==> src/rtl/riscpipe_pkg.sv <==
// Shared definitions for the 4-stage pipeline hazard controller.
//   - Opcode constants OP_NOP..OP_BR
//   - Forwarding-select encodings FWD_RF / FWD_MEM / FWD_WB
//   - shadow_t: one entry of the EX/MEM/WB shadow pipe {valid, op, rd}
//   - writes_reg(): opcode produces a register-file result
//   - fwd_sel(): priority encode of EX/MEM producer hits into a forward select
package riscpipe_pkg;

    localparam int unsigned SH_OP_W = 4;
    localparam int unsigned SH_RD_W = 2;

    localparam logic [SH_OP_W-1:0] OP_NOP   = 4'd0;
    localparam logic [SH_OP_W-1:0] OP_ADD   = 4'd1;
    localparam logic [SH_OP_W-1:0] OP_SUB   = 4'd2;
    localparam logic [SH_OP_W-1:0] OP_AND   = 4'd3;
    localparam logic [SH_OP_W-1:0] OP_OR    = 4'd4;
    localparam logic [SH_OP_W-1:0] OP_LOADI = 4'd5;
    localparam logic [SH_OP_W-1:0] OP_LOAD  = 4'd6;
    localparam logic [SH_OP_W-1:0] OP_STORE = 4'd7;
    localparam logic [SH_OP_W-1:0] OP_BR    = 4'd8;

    localparam logic [1:0] FWD_RF  = 2'b00;
    localparam logic [1:0] FWD_MEM = 2'b01;
    localparam logic [1:0] FWD_WB  = 2'b10;

    typedef struct packed {
        logic               valid;
        logic [SH_OP_W-1:0] op;
        logic [SH_RD_W-1:0] rd;
    } shadow_t;

    function automatic logic writes_reg(input logic [SH_OP_W-1:0] op);
        return (op >= OP_ADD) && (op <= OP_LOAD);
    endfunction

    // The producer currently in EX is one cycle from MEM, so its result comes from the
    // MEM-stage bus next cycle; a producer in MEM will be on the WB bus next cycle.
    function automatic logic [1:0] fwd_sel(input logic ex_hit, input logic mem_hit);
        if (ex_hit) begin
            return FWD_MEM;
        end else if (mem_hit) begin
            return FWD_WB;
        end
        return FWD_RF;
    endfunction

endpackage

==> src/rtl/hz_match.sv <==
// RAW hazard detector for one (ID source operand, in-flight stage) pair.
// Ports:
//   src_use_i  - ID instruction actually reads this source
//   id_valid_i - ID holds a real instruction
//   src_i      - ID source register address
//   stg_valid_i, stg_op_i, stg_rd_i - shadow entry of the stage being compared
//   match_o    - stage will write the register the ID instruction reads
module hz_match
    import riscpipe_pkg::*;
(
    input  logic               src_use_i,
    input  logic               id_valid_i,
    input  logic [SH_RD_W-1:0] src_i,
    input  logic               stg_valid_i,
    input  logic [SH_OP_W-1:0] stg_op_i,
    input  logic [SH_RD_W-1:0] stg_rd_i,
    output logic               match_o
);

    assign match_o = src_use_i & id_valid_i & stg_valid_i & writes_reg(stg_op_i)
                     & (stg_rd_i == src_i);

endmodule

==> src/rtl/wb_hazard_ctrl.sv <==
// Pipeline controller for the ID->EX->MEM->WB datapath.
// Tracks a shadow pipe {valid, op, rd} for EX/MEM/WB, drives write-back controls, detects
// RAW hazards against in-flight writers and (optionally) drives EX operand forward selects.
// Build option: define WB_HAZARD_FWD_EN to enable forwarding; stalls then occur only on
// load-use. Without it, ex_fwd_a/b are tied to register-file and any EX/MEM hit stalls.
// Ports:
//   clk, rst_n                 - clock, asynchronous active-low reset
//   id_valid/opcode/rd/rs1/rs2 - instruction in ID
//   id_rs_use                  - [0] rs1 read, [1] rs2 read
//   flush                      - kill the instruction entering EX
//   stall                      - combinational; hold IF/ID and bubble EX
//   ex_fwd_a, ex_fwd_b         - registered EX operand source selects
//   wb_sel, wb_we, wb_rd, wb_opcode - write-back controls
module wb_hazard_ctrl
    import riscpipe_pkg::*;
#(
    parameter int unsigned OP_W   = 4,
    parameter int unsigned REG_AW = 2
) (
    input  logic              clk,
    input  logic              rst_n,
    input  logic              id_valid,
    input  logic [OP_W-1:0]   id_opcode,
    input  logic [REG_AW-1:0] id_rd,
    input  logic [REG_AW-1:0] id_rs1,
    input  logic [REG_AW-1:0] id_rs2,
    input  logic [1:0]        id_rs_use,
    input  logic              flush,
    output logic              stall,
    output logic [1:0]        ex_fwd_a,
    output logic [1:0]        ex_fwd_b,
    output logic              wb_sel,
    output logic              wb_we,
    output logic [REG_AW-1:0] wb_rd,
    output logic [OP_W-1:0]   wb_opcode
);

    shadow_t ex_q, ex_d;
    shadow_t mem_q, mem_d;
    shadow_t wb_q, wb_d;

    logic m_a_ex, m_a_mem, m_b_ex, m_b_mem;
    logic advance;

    // WB-stage writers are never compared: the register file is write-first.
    hz_match u_match_a_ex (
        .src_use_i   (id_rs_use[0]),
        .id_valid_i  (id_valid),
        .src_i       (id_rs1),
        .stg_valid_i (ex_q.valid),
        .stg_op_i    (ex_q.op),
        .stg_rd_i    (ex_q.rd),
        .match_o     (m_a_ex)
    );

    hz_match u_match_a_mem (
        .src_use_i   (id_rs_use[0]),
        .id_valid_i  (id_valid),
        .src_i       (id_rs1),
        .stg_valid_i (mem_q.valid),
        .stg_op_i    (mem_q.op),
        .stg_rd_i    (mem_q.rd),
        .match_o     (m_a_mem)
    );

    hz_match u_match_b_ex (
        .src_use_i   (id_rs_use[1]),
        .id_valid_i  (id_valid),
        .src_i       (id_rs2),
        .stg_valid_i (ex_q.valid),
        .stg_op_i    (ex_q.op),
        .stg_rd_i    (ex_q.rd),
        .match_o     (m_b_ex)
    );

    hz_match u_match_b_mem (
        .src_use_i   (id_rs_use[1]),
        .id_valid_i  (id_valid),
        .src_i       (id_rs2),
        .stg_valid_i (mem_q.valid),
        .stg_op_i    (mem_q.op),
        .stg_rd_i    (mem_q.rd),
        .match_o     (m_b_mem)
    );

`ifdef WB_HAZARD_FWD_EN
    // A LOAD in EX has no result until WB, so its consumer waits one cycle and then
    // picks the value up from the WB bus via the MEM-stage hit.
    logic load_in_ex;
    assign load_in_ex = ex_q.valid & (ex_q.op == OP_LOAD);
    assign stall      = (m_a_ex | m_b_ex) & load_in_ex;
`else
    assign stall = m_a_ex | m_a_mem | m_b_ex | m_b_mem;
`endif

    // flush wins over stall for EX; stall alone still holds ID upstream.
    assign advance = id_valid & ~stall & ~flush;

    always_comb begin
        ex_d = '0;
        if (advance) begin
            ex_d.valid = 1'b1;
            ex_d.op    = id_opcode;
            ex_d.rd    = id_rd;
        end
        mem_d = ex_q;
        wb_d  = mem_q;
    end

    always_ff @(posedge clk or negedge rst_n) begin
        if (!rst_n) begin
            ex_q  <= '0;
            mem_q <= '0;
            wb_q  <= '0;
        end else begin
            ex_q  <= ex_d;
            mem_q <= mem_d;
            wb_q  <= wb_d;
        end
    end

`ifdef WB_HAZARD_FWD_EN
    logic [1:0] fwd_a_q, fwd_a_d;
    logic [1:0] fwd_b_q, fwd_b_d;

    // Selects travel with the instruction into EX; a bubble always reads the regfile.
    always_comb begin
        fwd_a_d = FWD_RF;
        fwd_b_d = FWD_RF;
        if (advance) begin
            fwd_a_d = fwd_sel(m_a_ex, m_a_mem);
            fwd_b_d = fwd_sel(m_b_ex, m_b_mem);
        end
    end

    always_ff @(posedge clk or negedge rst_n) begin
        if (!rst_n) begin
            fwd_a_q <= FWD_RF;
            fwd_b_q <= FWD_RF;
        end else begin
            fwd_a_q <= fwd_a_d;
            fwd_b_q <= fwd_b_d;
        end
    end

    assign ex_fwd_a = fwd_a_q;
    assign ex_fwd_b = fwd_b_q;
`else
    assign ex_fwd_a = FWD_RF;
    assign ex_fwd_b = FWD_RF;
`endif

    // Gate with valid so a bubble in WB presents all-zero controls.
    always_comb begin
        wb_we     = wb_q.valid & writes_reg(wb_q.op);
        wb_sel    = wb_q.valid & (wb_q.op != OP_LOADI);
        wb_rd     = wb_q.valid ? wb_q.rd : '0;
        wb_opcode = wb_q.valid ? wb_q.op : '0;
    end

endmodule
==> config.mk <==
export PLATFORM = sky130hd
export DESIGN_NAME = wb_hazard_ctrl
export DESIGN_NICKNAME = d
export VERILOG_FILES = /design/src/rtl/riscpipe_pkg.sv /design/src/rtl/hz_match.sv /design/src/rtl/wb_hazard_ctrl.sv
export SDC_FILE = /design/constraint.sdc
export NUM_CORES = 1
export LEC_CHECK = 0
export BUFFER_PORTS_ARGS = -buffer_cell sky130_fd_sc_hd__buf_4
export CORE_MARGIN = 10
export CORE_UTILIZATION = 48
export CTS_CLUSTER_DIAMETER = 50
export DETAILED_ROUTE_END_ITERATION = 8
export GPL_ROUTABILITY_DRIVEN = 0
export HOLD_SLACK_MARGIN = 0.1
export PLACE_DENSITY = 0.82
export SLEW_MARGIN = 20
export SYNTH_ARGS = -nofsm -noshare
export SYNTH_HDL_FRONTEND = slang
export SYNTH_SLANG_ARGS = --single-unit
==> constraint.sdc <==
create_clock -name clk -period 2.1 [get_ports clk]
set_input_delay 0.21 -clock clk [delete_from_list [all_inputs] [get_ports clk]]
set_output_delay 0.21 -clock clk [all_outputs]
set_load 0.03 [all_outputs]
==> run metrics <==
register area share after synthesis 58.3%; met2 WL post-DR 984 um; Post-Syn Area 902 um^2; Synth cell types 19; # fillers 132; fmax ~470 MHz; DRC Markers 0; die area 4010 um^2; vias in the first global route 719; violation count after the first detailed-route iteration 28; max cap viols 0; final worst-path cycle share 100%; global-route wire length before repair 3240 um; Reg area between 500 and 600 um^2; type of the worst setup path flip-flop to primary output; final worst setup slack -6.56 ps; path depth of the worst reg2reg path 7; clk_lat worst skew 290 ps; Seq cells post-synth 21; layout cells sized above 1 about a third; Total GRT Usage approximately a tenth; Chip Height 63.4 um; RSZ-0062 raised after global routing true; Area growth syn-to-layout 32.3%; CP Max Fanout 3; antenna-violating nets left 0; Leak Pwr 0.582 nW; Clock Sink Count 21; post-layout util about two thirds; uppermost layer routed met4; r2r endpoint ex_q[1]$_DFF_PN0_; Row Count 15; dpl ws 290 ps; post-layout min period 2110 ps; Final setup viols 1; io pins 29; CTS buffer count 3; Avg WL per Cell 14.4 um; CP endpoint kind primary output; failing checks negative setup slack; Bufs on Longest Clock Path 2; Antenna diodes 0; outcome complete, but fails checks; Buffers on Ports 24; Root Driver clkbuf_4; Worst-path clk slew 110 ps; Clock Skew 1.88 ps; PD cells 615 nW/um^2; worst hold start id_opcode[3]; worst hold endpoint ex_q[5]$_DFF_PN0_; nets 125; multi-input logic area 394 um^2; grt ovf 0; final hold vios 0; Startpoint Class flip-flop; Arrival @ worst endpoint 1900 ps; Worst VDD drop 0.429 mV; Syn Area/Cell 11.7 um^2; area of the core between 1500 and 2000 um^2; Synth warnings 0; Worst Path Required 1890 ps; final hold slack roughly 130 ps; R2R setup slack 440 ps; H-tree Lvls 1; Vias/cell 4.90; CTS tree done; DR WL met3 200 um; DRT Pass-1 Iters 4; Tightest Hold Check Type primary input to flip-flop; Hold Path Cell Cnt 3; worst r2r src mem_q[0]$_DFF_PN0_; M1 WL 712 um; Post-Route WL between 1500 and 2000 um; max-slew violations 0; Cells after Synth 77; Detailed Place HPWL 1450 um; via count 652; total power 734 uW; Starting Density between 50% and 60%; largest net degree at the start of global routing 22; Die Width around 63 um; initial antenna violation count 0
cell usage after synthesis:
cell | count | area [um^2]
nor2b_1 | 4 | 25.0
nand3_1 | 2 | 10.0
a32oi_1 | 2 | 17.5
dfrtp_1 | 21 | 526
nor3_1 | 7 | 35.0
nor4b_1 | 1 | 8.76
nor3b_1 | 1 | 7.51
or3_1 | 2 | 12.5
a2111oi_4 | 2 | 55.1
and3_1 | 1 | 6.26
or2_1 | 1 | 6.26
and2_1 | 7 | 43.8
a221oi_1 | 2 | 17.5
conb_1 | 1 | 3.75
xor2_1 | 4 | 35.0
buf_4 | 4 | 30.0
nand2_1 | 10 | 37.5
nor4bb_1 | 1 | 10.0
nor2_1 | 4 | 15.0
kinds of logic after synthesis:
group	Yosys count	share of synthesized area [%]
flops	21	58.3
compound gates	6	9.99
other cells	1	0.416
simple gates	41	24.1
xor+xnor	4	3.88
buf+inv	4	3.33
report_power, final:
| group | total [mW] | switching [mW] | internal (mW) |
|---|---|---|---|
| logic | 0.113 | 0.0634 | 0.0492 |
| registers | 0.438 | 0.0154 | 0.422 |
| clock network | 0.184 | 0.110 | 0.0738 |
how the worst max path moves through the flow:
stage | startpoint | to | cells after the start
3_3_place_gp | ex_q[0]$_DFF_PN0_ | stall | 6
2_1_floorplan | ex_q[0]$_DFF_PN0_ | stall | 5
4_1_cts | mem_q[0]$_DFF_PN0_ | stall | 7
6_report | mem_q[0]$_DFF_PN0_ | stall | 7
3_5_place_dp | mem_q[0]$_DFF_PN0_ | stall | 6
5_1_grt | mem_q[0]$_DFF_PN0_ | stall | 7
worst max-delay path, cell delays in order, from the launching register on:
cell,delay (ps)
dfrtp_1,420
xor2_1,180
nor2_1,70
buf_4,140
a221oi_4,320
a2111oi_4,90
or2_1,240
buf_6,140
cell usage in the layout, fill, tap and decap left out, drive strengths merged:
cell	count
nand3	2
a2111oi	2
and3	1
and2	7
nor4b	1
xor2	4
conb	4
nor2b	4
nor3b	1
dfrtp	21
a32oi	2
dlygate4sd3	1
a221oi	2
buf	27
or3	2
or2	1
nor4bb	1
clkbuf	4
nor2	4
nor3	7
nand2	10
routing by layer:
metal  global-route usage (%)  up-vias
li1                         -      324
met1                     10.4      303
met4                     4.10        0
met3                     4.77        2
met5                        0        -
met2                     16.6       23
final cells by class:
cell class,instances,share of cell area (%)
Sequential cell,21,44.0
Multi-Input combinational cell,55,33.0
Timing Repair Buffer,28,18.1
Tap cell,25,2.62
Clock buffer,4,2.20
state kept, by name (all words and copies together) (netlist names):
signal	flops
mem_q	7
wb_q	7
ex_q	7
through the flow:
| step | instance area (um^2) | std cells | setup TNS (ps) |
|---|---|---|---|
| finish | 1190 | 133 | -6.56 |
| global route | 1190 | 133 | -99.5 |
| CTS | 1190 | 133 | 0 |
| detailed placement | 1110 | 127 | 0 |
| global placement | 1110 | 127 | 0 |
| floorplan | 913 | 80 | 0 |
repair_timing:
action / CTS / global route
buffers inserted: 1 / 0
hold endpoints to repair: 21 / 0
resized for setup: 6 / 1
setup endpoints to repair: 1 / 1
pin swaps: 3 / 3
hold buffers: 1 / 0
Note: power is estimated with default switching activity, not from simulation.
